### src/rtl/cas_player.sv
// cas_player: plays a byte-oriented tape image out of a dual-port RAM as a
// Kansas-City style FSK bit stream (one full square wave per bit, LSB first).
// A 0 bit uses HALF0 clk cycles per half-period and a 1 bit uses HALF1.
// Dropping the motor freezes the player in place; rewind returns to byte 0.
module cas_player #(
  parameter int HALF0 = 23863,
  parameter int HALF1 = 11932
) (
  input  logic        clk,
  input  logic        reset,
  input  logic        motor,
  input  logic        rewind,
  input  logic [15:0] tape_len,
  output logic        rd_req,
  output logic [15:0] rd_addr,
  input  logic [7:0]  rd_data,
  output logic        cas_out,
  output logic        playing,
  output logic        done
);

  typedef enum logic [2:0] {
    S_IDLE  = 3'd0,
    S_FETCH = 3'd1,
    S_WAIT  = 3'd2,
    S_HIGH  = 3'd3,
    S_LOW   = 3'd4,
    S_DONE  = 3'd5
  } state_t;

  localparam logic [14:0] HALF0_M1 = 15'(HALF0 - 1);
  localparam logic [14:0] HALF1_M1 = 15'(HALF1 - 1);

  state_t      r_state;
  state_t      w_next;
  logic [15:0] r_pos;
  logic [7:0]  r_shreg;
  logic [2:0]  r_bitcnt;
  logic [14:0] r_cnt;
  logic        w_cnt_zero;
  logic        w_more;
  logic        w_last_bit;

  // Half-period reload value (minus one) for the bit about to be sent.
  function automatic logic [14:0] half_m1(input logic b);
    return b ? HALF1_M1 : HALF0_M1;
  endfunction

  assign w_cnt_zero = (r_cnt == 15'd0);
  assign w_more     = (r_pos < tape_len);
  assign w_last_bit = (r_bitcnt == 3'd7);

  // State register; reset wins over everything, rewind is folded into w_next.
  always_ff @(posedge clk) begin
    if (!reset) r_state <= S_IDLE;
    else        r_state <= w_next;
  end

  // Next-state logic; motor=0 holds every state, DONE only leaves on rewind.
  always_comb begin
    w_next = r_state;
    if (rewind) begin
      w_next = S_IDLE;
    end else if (motor) begin
      case (r_state)
        S_IDLE:  w_next = w_more ? S_FETCH : S_DONE;
        S_FETCH: w_next = S_WAIT;
        S_WAIT:  w_next = S_HIGH;
        S_HIGH:  if (w_cnt_zero) w_next = S_LOW;
        S_LOW: begin
          if (w_cnt_zero) begin
            if (!w_last_bit) w_next = S_HIGH;
            else             w_next = w_more ? S_FETCH : S_DONE;
          end
        end
        S_DONE:  w_next = S_DONE;
        default: w_next = S_IDLE;
      endcase
    end
  end

  // Byte position, shift register, bit counter and half-period counter.
  always_ff @(posedge clk) begin
    if (!reset) begin
      r_pos    <= 16'd0;
      r_shreg  <= 8'd0;
      r_bitcnt <= 3'd0;
      r_cnt    <= 15'd0;
    end else if (rewind) begin
      r_pos <= 16'd0;
    end else if (motor) begin
      case (r_state)
        S_WAIT: begin
          r_shreg  <= rd_data;
          r_bitcnt <= 3'd0;
          r_cnt    <= half_m1(rd_data[0]);
          r_pos    <= r_pos + 16'd1;
        end
        S_HIGH: begin
          if (w_cnt_zero) r_cnt <= half_m1(r_shreg[0]);
          else            r_cnt <= r_cnt - 15'd1;
        end
        S_LOW: begin
          if (!w_cnt_zero) begin
            r_cnt <= r_cnt - 15'd1;
          end else if (!w_last_bit) begin
            // Next bit comes from shreg[1] since the shift lands this edge.
            r_shreg  <= {1'b0, r_shreg[7:1]};
            r_bitcnt <= r_bitcnt + 3'd1;
            r_cnt    <= half_m1(r_shreg[1]);
          end
        end
        default: ;
      endcase
    end
  end

  // Outputs are decoded from state and gated by the motor so a freeze is silent.
  always_comb begin
    rd_addr = r_pos;
    rd_req  = motor && (r_state == S_FETCH);
    cas_out = motor && (r_state == S_HIGH);
    playing = motor && ((r_state == S_FETCH) || (r_state == S_WAIT) ||
                        (r_state == S_HIGH)  || (r_state == S_LOW));
    done    = (r_state == S_DONE);
  end

endmodule

### config.mk
export PLATFORM = sky130hd
export DESIGN_NAME = cas_player
export DESIGN_NICKNAME = d
export VERILOG_FILES = /design/src/rtl/cas_player.sv
export SDC_FILE = /design/constraint.sdc
export NUM_CORES = 1
export LEC_CHECK = 0
export BUFFER_PORTS_ARGS = -buffer_cell sky130_fd_sc_hd__buf_4
export CAP_MARGIN = 20
export CORE_ASPECT_RATIO = 1.75
export CORE_MARGIN = 1.5
export CORE_UTILIZATION = 51
export DETAILED_ROUTE_END_ITERATION = 8
export GPL_TIMING_DRIVEN = 0
export PLACE_DENSITY_LB_ADDON = 0.1
export SYNTH_ARGS = -nofsm -noshare
export SYNTH_HDL_FRONTEND = slang
export SYNTH_SLANG_ARGS = --single-unit
export TNS_END_PERCENT = 5
### constraint.sdc
create_clock -name clk -period 2.18 [get_ports clk]
set_input_delay 0.109 -clock clk [delete_from_list [all_inputs] [get_ports clk]]
set_output_delay 0.109 -clock clk [all_outputs]
set_load 0.02 [all_outputs]
# Word level (Yosys, flattened, before mapping)
# Index checks and enable logic that the tools add are counted.
[totals]
reg_bits = 45
latch_bits = 0
mem_bits_rw = 0
rom_bits = 0
in_bits = 28
output_inout_bits = 20
wordCells = 54
mem_count = 0
[op_classes]
add_sub_neg = 3
mul = 0
div = 0
n_lt_le_gt_ge = 1
n_eq_ne = 10
shift = 0
n_mux = 18
n_bitwise = 2
reduce_logical = 15
[op_table]
columns = ["operator", "count"]
rows = [
  ["$mux W15", 6],
  ["$pmux W15 S3", 1],
  ["$mux W3", 6],
  ["$pmux W3 S6", 1],
  ["$add A16 B1 Y16 const B", 1],
  ["$lt A16 B16 Y1", 1],
  ["$mux W8", 2],
  ["$pmux W8 S2", 1],
  ["$logic_not A15 Y1", 1],
  ["$sub A15 B1 Y15 const B", 1],
  ["$eq A3 B3 Y1 const B", 3],
  ["$eq A3 B2 Y1 const B", 2],
  ["$ne A2 B2 Y1 const B", 3],
  ["$pmux W3 S2", 1],
  ["$reduce_and A5 Y1", 1],
  ["$reduce_and A4 Y1", 1],
  ["$add A3 B1 Y3 const B", 1],
  ["$eq A3 B1 Y1 const B", 1],
  ["$logic_and A1 B1 Y1", 3],
  ["$logic_not A3 Y1", 1],
  ["$logic_or A1 B1 Y1", 3],
  ["$ne A3 B3 Y1 const B", 1],
  ["$reduce_and A3 Y1", 1],
  ["$reduce_bool A3 Y1", 1],
  ["other kinds (4)", 5],
]

# Depth between registers and ports, before layout
[logic_depth]
ltp_word = 5
ltp_mapped = 8
depth_no_buf = 7

# Least setup slack after synthesis
# OpenSTA, ideal clock, no wires.
[synth_timing]
path_type = "reg-to-reg"
from = "reg r_cnt[0]"
to = "reg r_cnt[13]"
setup_ps = 132
t_arrival_ps = 2080
required_time_ps = 2048
slack_ps = -33
path_stages_with_launch = 9
n_path_buf = 1
period_less_slack_ps = 2213
path_cell_list = "dfxtp_1 inv_1 ha_1 nor4b_1 nand2_1 o31a_1 buf_2 o21ai_0 a21oi_1"
[synth_between]
elab_chain_len = 3
word_cells_on_any_way = 7
cone_classes = "add/sub (1); eq/ne (1); mux (3); reduce/logical (2)"
[synth_lines]
columns = ["element", "line", "rtl"]
rows = [
  ["start: declaration", "39", "logic [14:0] r_cnt;"],
  ["start signal: assignment", "96", "r_cnt <= half_m1(rd_data[0]);"],
  ["start signal: assignment", "100", "if (w_cnt_zero) r_cnt <= half_m1(r_shreg[0]);"],
  ["start signal: assignment", "101", "else r_cnt <= r_cnt - 15'd1;"],
  ["$sub A15 B1 Y15 or $logic_not A15 Y1 (tied branches)", "101, 105, 49", ""],
  ["$mux W15 (tied with other cells)", "104", "if (!w_cnt_zero) begin"],
  ["$pmux W15 S3 or $reduce_and A4 Y1 (tied branches)", "--", ""],
]
# Parallel ways exist; a longest one is shown, timed or not.
# A chain may end at the register's enable or synchronous reset.

# Final worst setup path
[layout_timing]
from = "reg r_cnt[12]"
to = "reg r_cnt[11]"
[layout_between]
elab_chain_len = 3
word_cells_on_any_way = 6
cone_classes = "eq/ne (1); mux (3); reduce/logical (2)"
[layout_lines]
columns = ["element", "line", "rtl"]
rows = [
  ["$logic_not A15 Y1 *", "49", "assign w_cnt_zero = (r_cnt == 15'd0);"],
  ["$ne A3 B3 Y1 (no source line) (tied with other cells)", "--", ""],
  ["$reduce_and A4 Y1 (no source line) or $pmux W15 S3 (tied branches)", "--", ""],
]
# Mark *: on every way between the ends. The rest lies on a longest branch, timed or not.

==> flow_metrics.py <==
metrics = {
    "timing": {
        "setup_viol": 17,
        "period_needed_ns": 2.25,
        "post-route-period-util": 1.03,
        "max_slew_margin": 0.543,
        "finalClockSkew_ns": 0.00996,
        "worst_slew_pin_slew_ns": 0.685,
        "maxSlewViolCount": 0,
        "setup_tns_ns": -0.815,
        "max_freq_ghz": 0.444,
        "rsz0062_at_grt": "true",
        "hold_viol": 0,
        "holdWs_ns": 0.0783,
        "fin_ws_ns": -0.0715,
    },
    "power": {
        "leakage_uw": 0.00169,
        "p_per_area_mw_per_mm2": 457,
        "vdd_drop_max_mv": 0.398,
    },
    "worst_setup_path": {
        "start_kind": "register",
        "crit_chain": "or4_4, buf_6, or2_1, buf_6, o31a_1, o21a_1, o221a_1",
        "crit_arrival_ns": 2.45,
        "cp_common_cell": "buf_6",
        "reg2reg_slack_ns": -0.07,
        "cp-end-kind": "register",
        "critPathSlowestCell": "or4_4",
        "cp.required_ns": 2.38,
        "cp_max_fo": 6,
        "r2r-start": "r_cnt[12]",
        "rr_worst_depth": 7,
        "max_stage_delay_ns": 0.53,
        "cp-startpoint": "r_cnt[12]",
        "critPathKind": "register to register",
    },
    "cts": {
        "clkSinkCount": 45,
        "clk_latency_ns": 0.31,
        "cts_buffers": 5,
        "path_clk_slew_ns": 0.09,
        "clock-root-buffer": "clkbuf_8",
        "htreeDepth": 2,
        "clockBufferDepth": 2,
        "cts_tree": "built",
    },
    "routing": {
        "vias_per_cell": 5.75,
        "drcViolationCount": 0,
        "vias": 2887,
        "drt_iter0_markers": 162,
        "ant_nets": 0,
        "routed_wl_um": 7770,
        "wire_per_inst_um": 15.5,
        "dr.pass1.iters": 5,
    },
    "placed_design": {
        "gp_congestion": 0.909,
        "dpl_worst_slack_ns": -0.390,
        "io_buffers": 47,
        "place_area_mm2": 0.00338,
        "dpl.hpwl_um": 5540,
    },
    "final_layout": {
        "layout-drive-gt1-share": 0.291,
        "final_cell_mix": "buf_4 (57), dfxtp_1 (39), a21oi_1 (25), nor2_1 (25), inv_1 (24)",
        "finalNetCount": 473,
        "final_core_util": 0.687,
        "final_area_mm2": 0.00381,
        "diodes": 0,
        "final_common_cell": "buf_4",
        "area_growth_pct": 30.4,
    },
    "logic_synthesis": {
        "synthXorXnorAreaFrac": 0.0480,
        "synth_fa_ha_area_frac": 0.0857,
        "syn-cell-area_mm2": 0.00292,
        "synth_seq_cells": 45,
        "synth_nets": 406,
        "yosysSeqAreaShare": 0.308,
        "synth_top_family_by_area": "simple AND/OR/NAND/NOR gates",
        "avgSynthCellArea_um2": 8.16,
        "ys.flop_type": "dfxtp_1",
        "synthCells": 358,
        "synth_mux_area_frac": 0.0278,
        "ys_async_sr_fraction": 0,
        "synth-simple-area-share": 0.242,
        "synth_cell_types": 62,
        "synth-edff-count": 0,
        "synth_warnings": 0,
        "synth-compound-area-share": 0.230,
    },
    "floorplanning": {
        "die_y_um": 103,
        "dieArea_mm2": 0.00621,
        "die_w_um": 60.2,
        "num_io_pins": 48,
        "core_area_mm2": 0.00554,
        "num_rows": 36,
        "start_util": 0.527,
    },
    "grt": {
        "grtUsageTotal": 0.250,
        "grt_first_pass_wirelength_um": 11900,
        "antenna_found_initial": 0,
        "grt_max_degree": 14,
        "grt_pass1_vias": 2674,
        "overflow": 0,
    },
    "flow_run": {
        "max_cap_violations": 0,
    },
    "worst_hold_path": {
        "min_path_cells": 3,
        "hold_path_class": "input pin to register",
        "hp-start": "reset",
    },
    "status": {
        "violations": "setup timing",
        "status": "finished, violations left",
    },
}
-- area by class of cell --
type,instances,area (um2)
inverter,24,90.1
timing repair buffer,61,467
tap,76,95.1
clock inverter,1,30.0
sequential,45,913
buffer,16,92.6
multi-input combinational,272,2030
clock buffer,7,86.3
fill,491,1730
-- metal layers --
layer	wire, um	part of all wire	GRT usage	vias to the layer above
li1	-	-	-	1442
met1	3070	0.39	0.268	1370
met2	4310	0.55	0.457	67
met3	292	0.038	0.0452	8
met4	97	0.012	0.115	0
met5	0	0	0	-
-- kinds of logic (layout without fill, tap and decap cells) --
kind of cell / after synthesis / in the layout
adder cells (fa/ha/maj): 20 / 20
AND/OR/NAND/NOR: 131 / 131
multiplexers: 8 / 8
XOR/XNOR: 16 / 16
flip-flops: 45 / 45
buffers and inverters: 41 / 109
AO/OA/AOI/OAI: 97 / 97
-- cell usage after synthesis, types with 5 or more instances --
cell type  number  area (um2)
a21oi_1        26         130
clkbuf_1       11        41.3
dfxtp_1        45         901
ha_1           20         250
inv_1          24        90.1
mux2i_1         7        70.1
nand2_1        22        82.6
nand2b_1        7        43.8
nand3_1        11        55.1
nand4_1         8        50.1
nor2_1         31         116
nor3_1          8        40.0
nor4_1          5        31.3
o21ai_0        22         110
o21ai_1         5        25.0
or3_1           8        50.1
xnor2_1        10        87.6
xor2_1          6        52.6
-- report_power, final --
| part | switching [uW] | internal [uW] |
|---|---|---|
| Combinational | 124 | 106 |
| Sequential | 8.87 | 826 |
| Clock | 301 | 374 |
-- worst paths after layout --
| kind | to |
|---|---|
| max reg2reg | r_cnt[11] |
| max | r_cnt[11] |
| min | r_cnt[12] |
| min reg2reg | r_bitcnt[2] |
-- registers in the layout (all words and copies together) (netlist names) --
| name | cells |
|---|---|
| r_cnt | 15 |
| r_bitcnt | 3 |
| r_state | 3 |
| r_shreg | 8 |
| rd_addr | 16 |
-- what timing repair did --
item	4_1_cts	5_1_grt
gates cloned	0	1
resized for setup	25	44
setup buffers	3	10
pin swaps	3	12
hold buffers	0	0
setup endpoints to repair	29	37
-- metrics by stage --
stage	total power [uW]	std cells
floorplan	973	358
global placement	1050	481
detailed placement	1050	481
CTS	1720	492
global route	1800	502
finish	1740	502
-- worst max-delay path, delay by kind of cell, from the launching register on --
kind | cells | cell delay (ns)
AO/OA/AOI/OAI | 3 | 0.75
AND/OR/NAND/NOR | 2 | 0.74
flip-flops | 1 | 0.37
buffers and inverters | 2 | 0.28
Power figures use the tool's default switching activity.
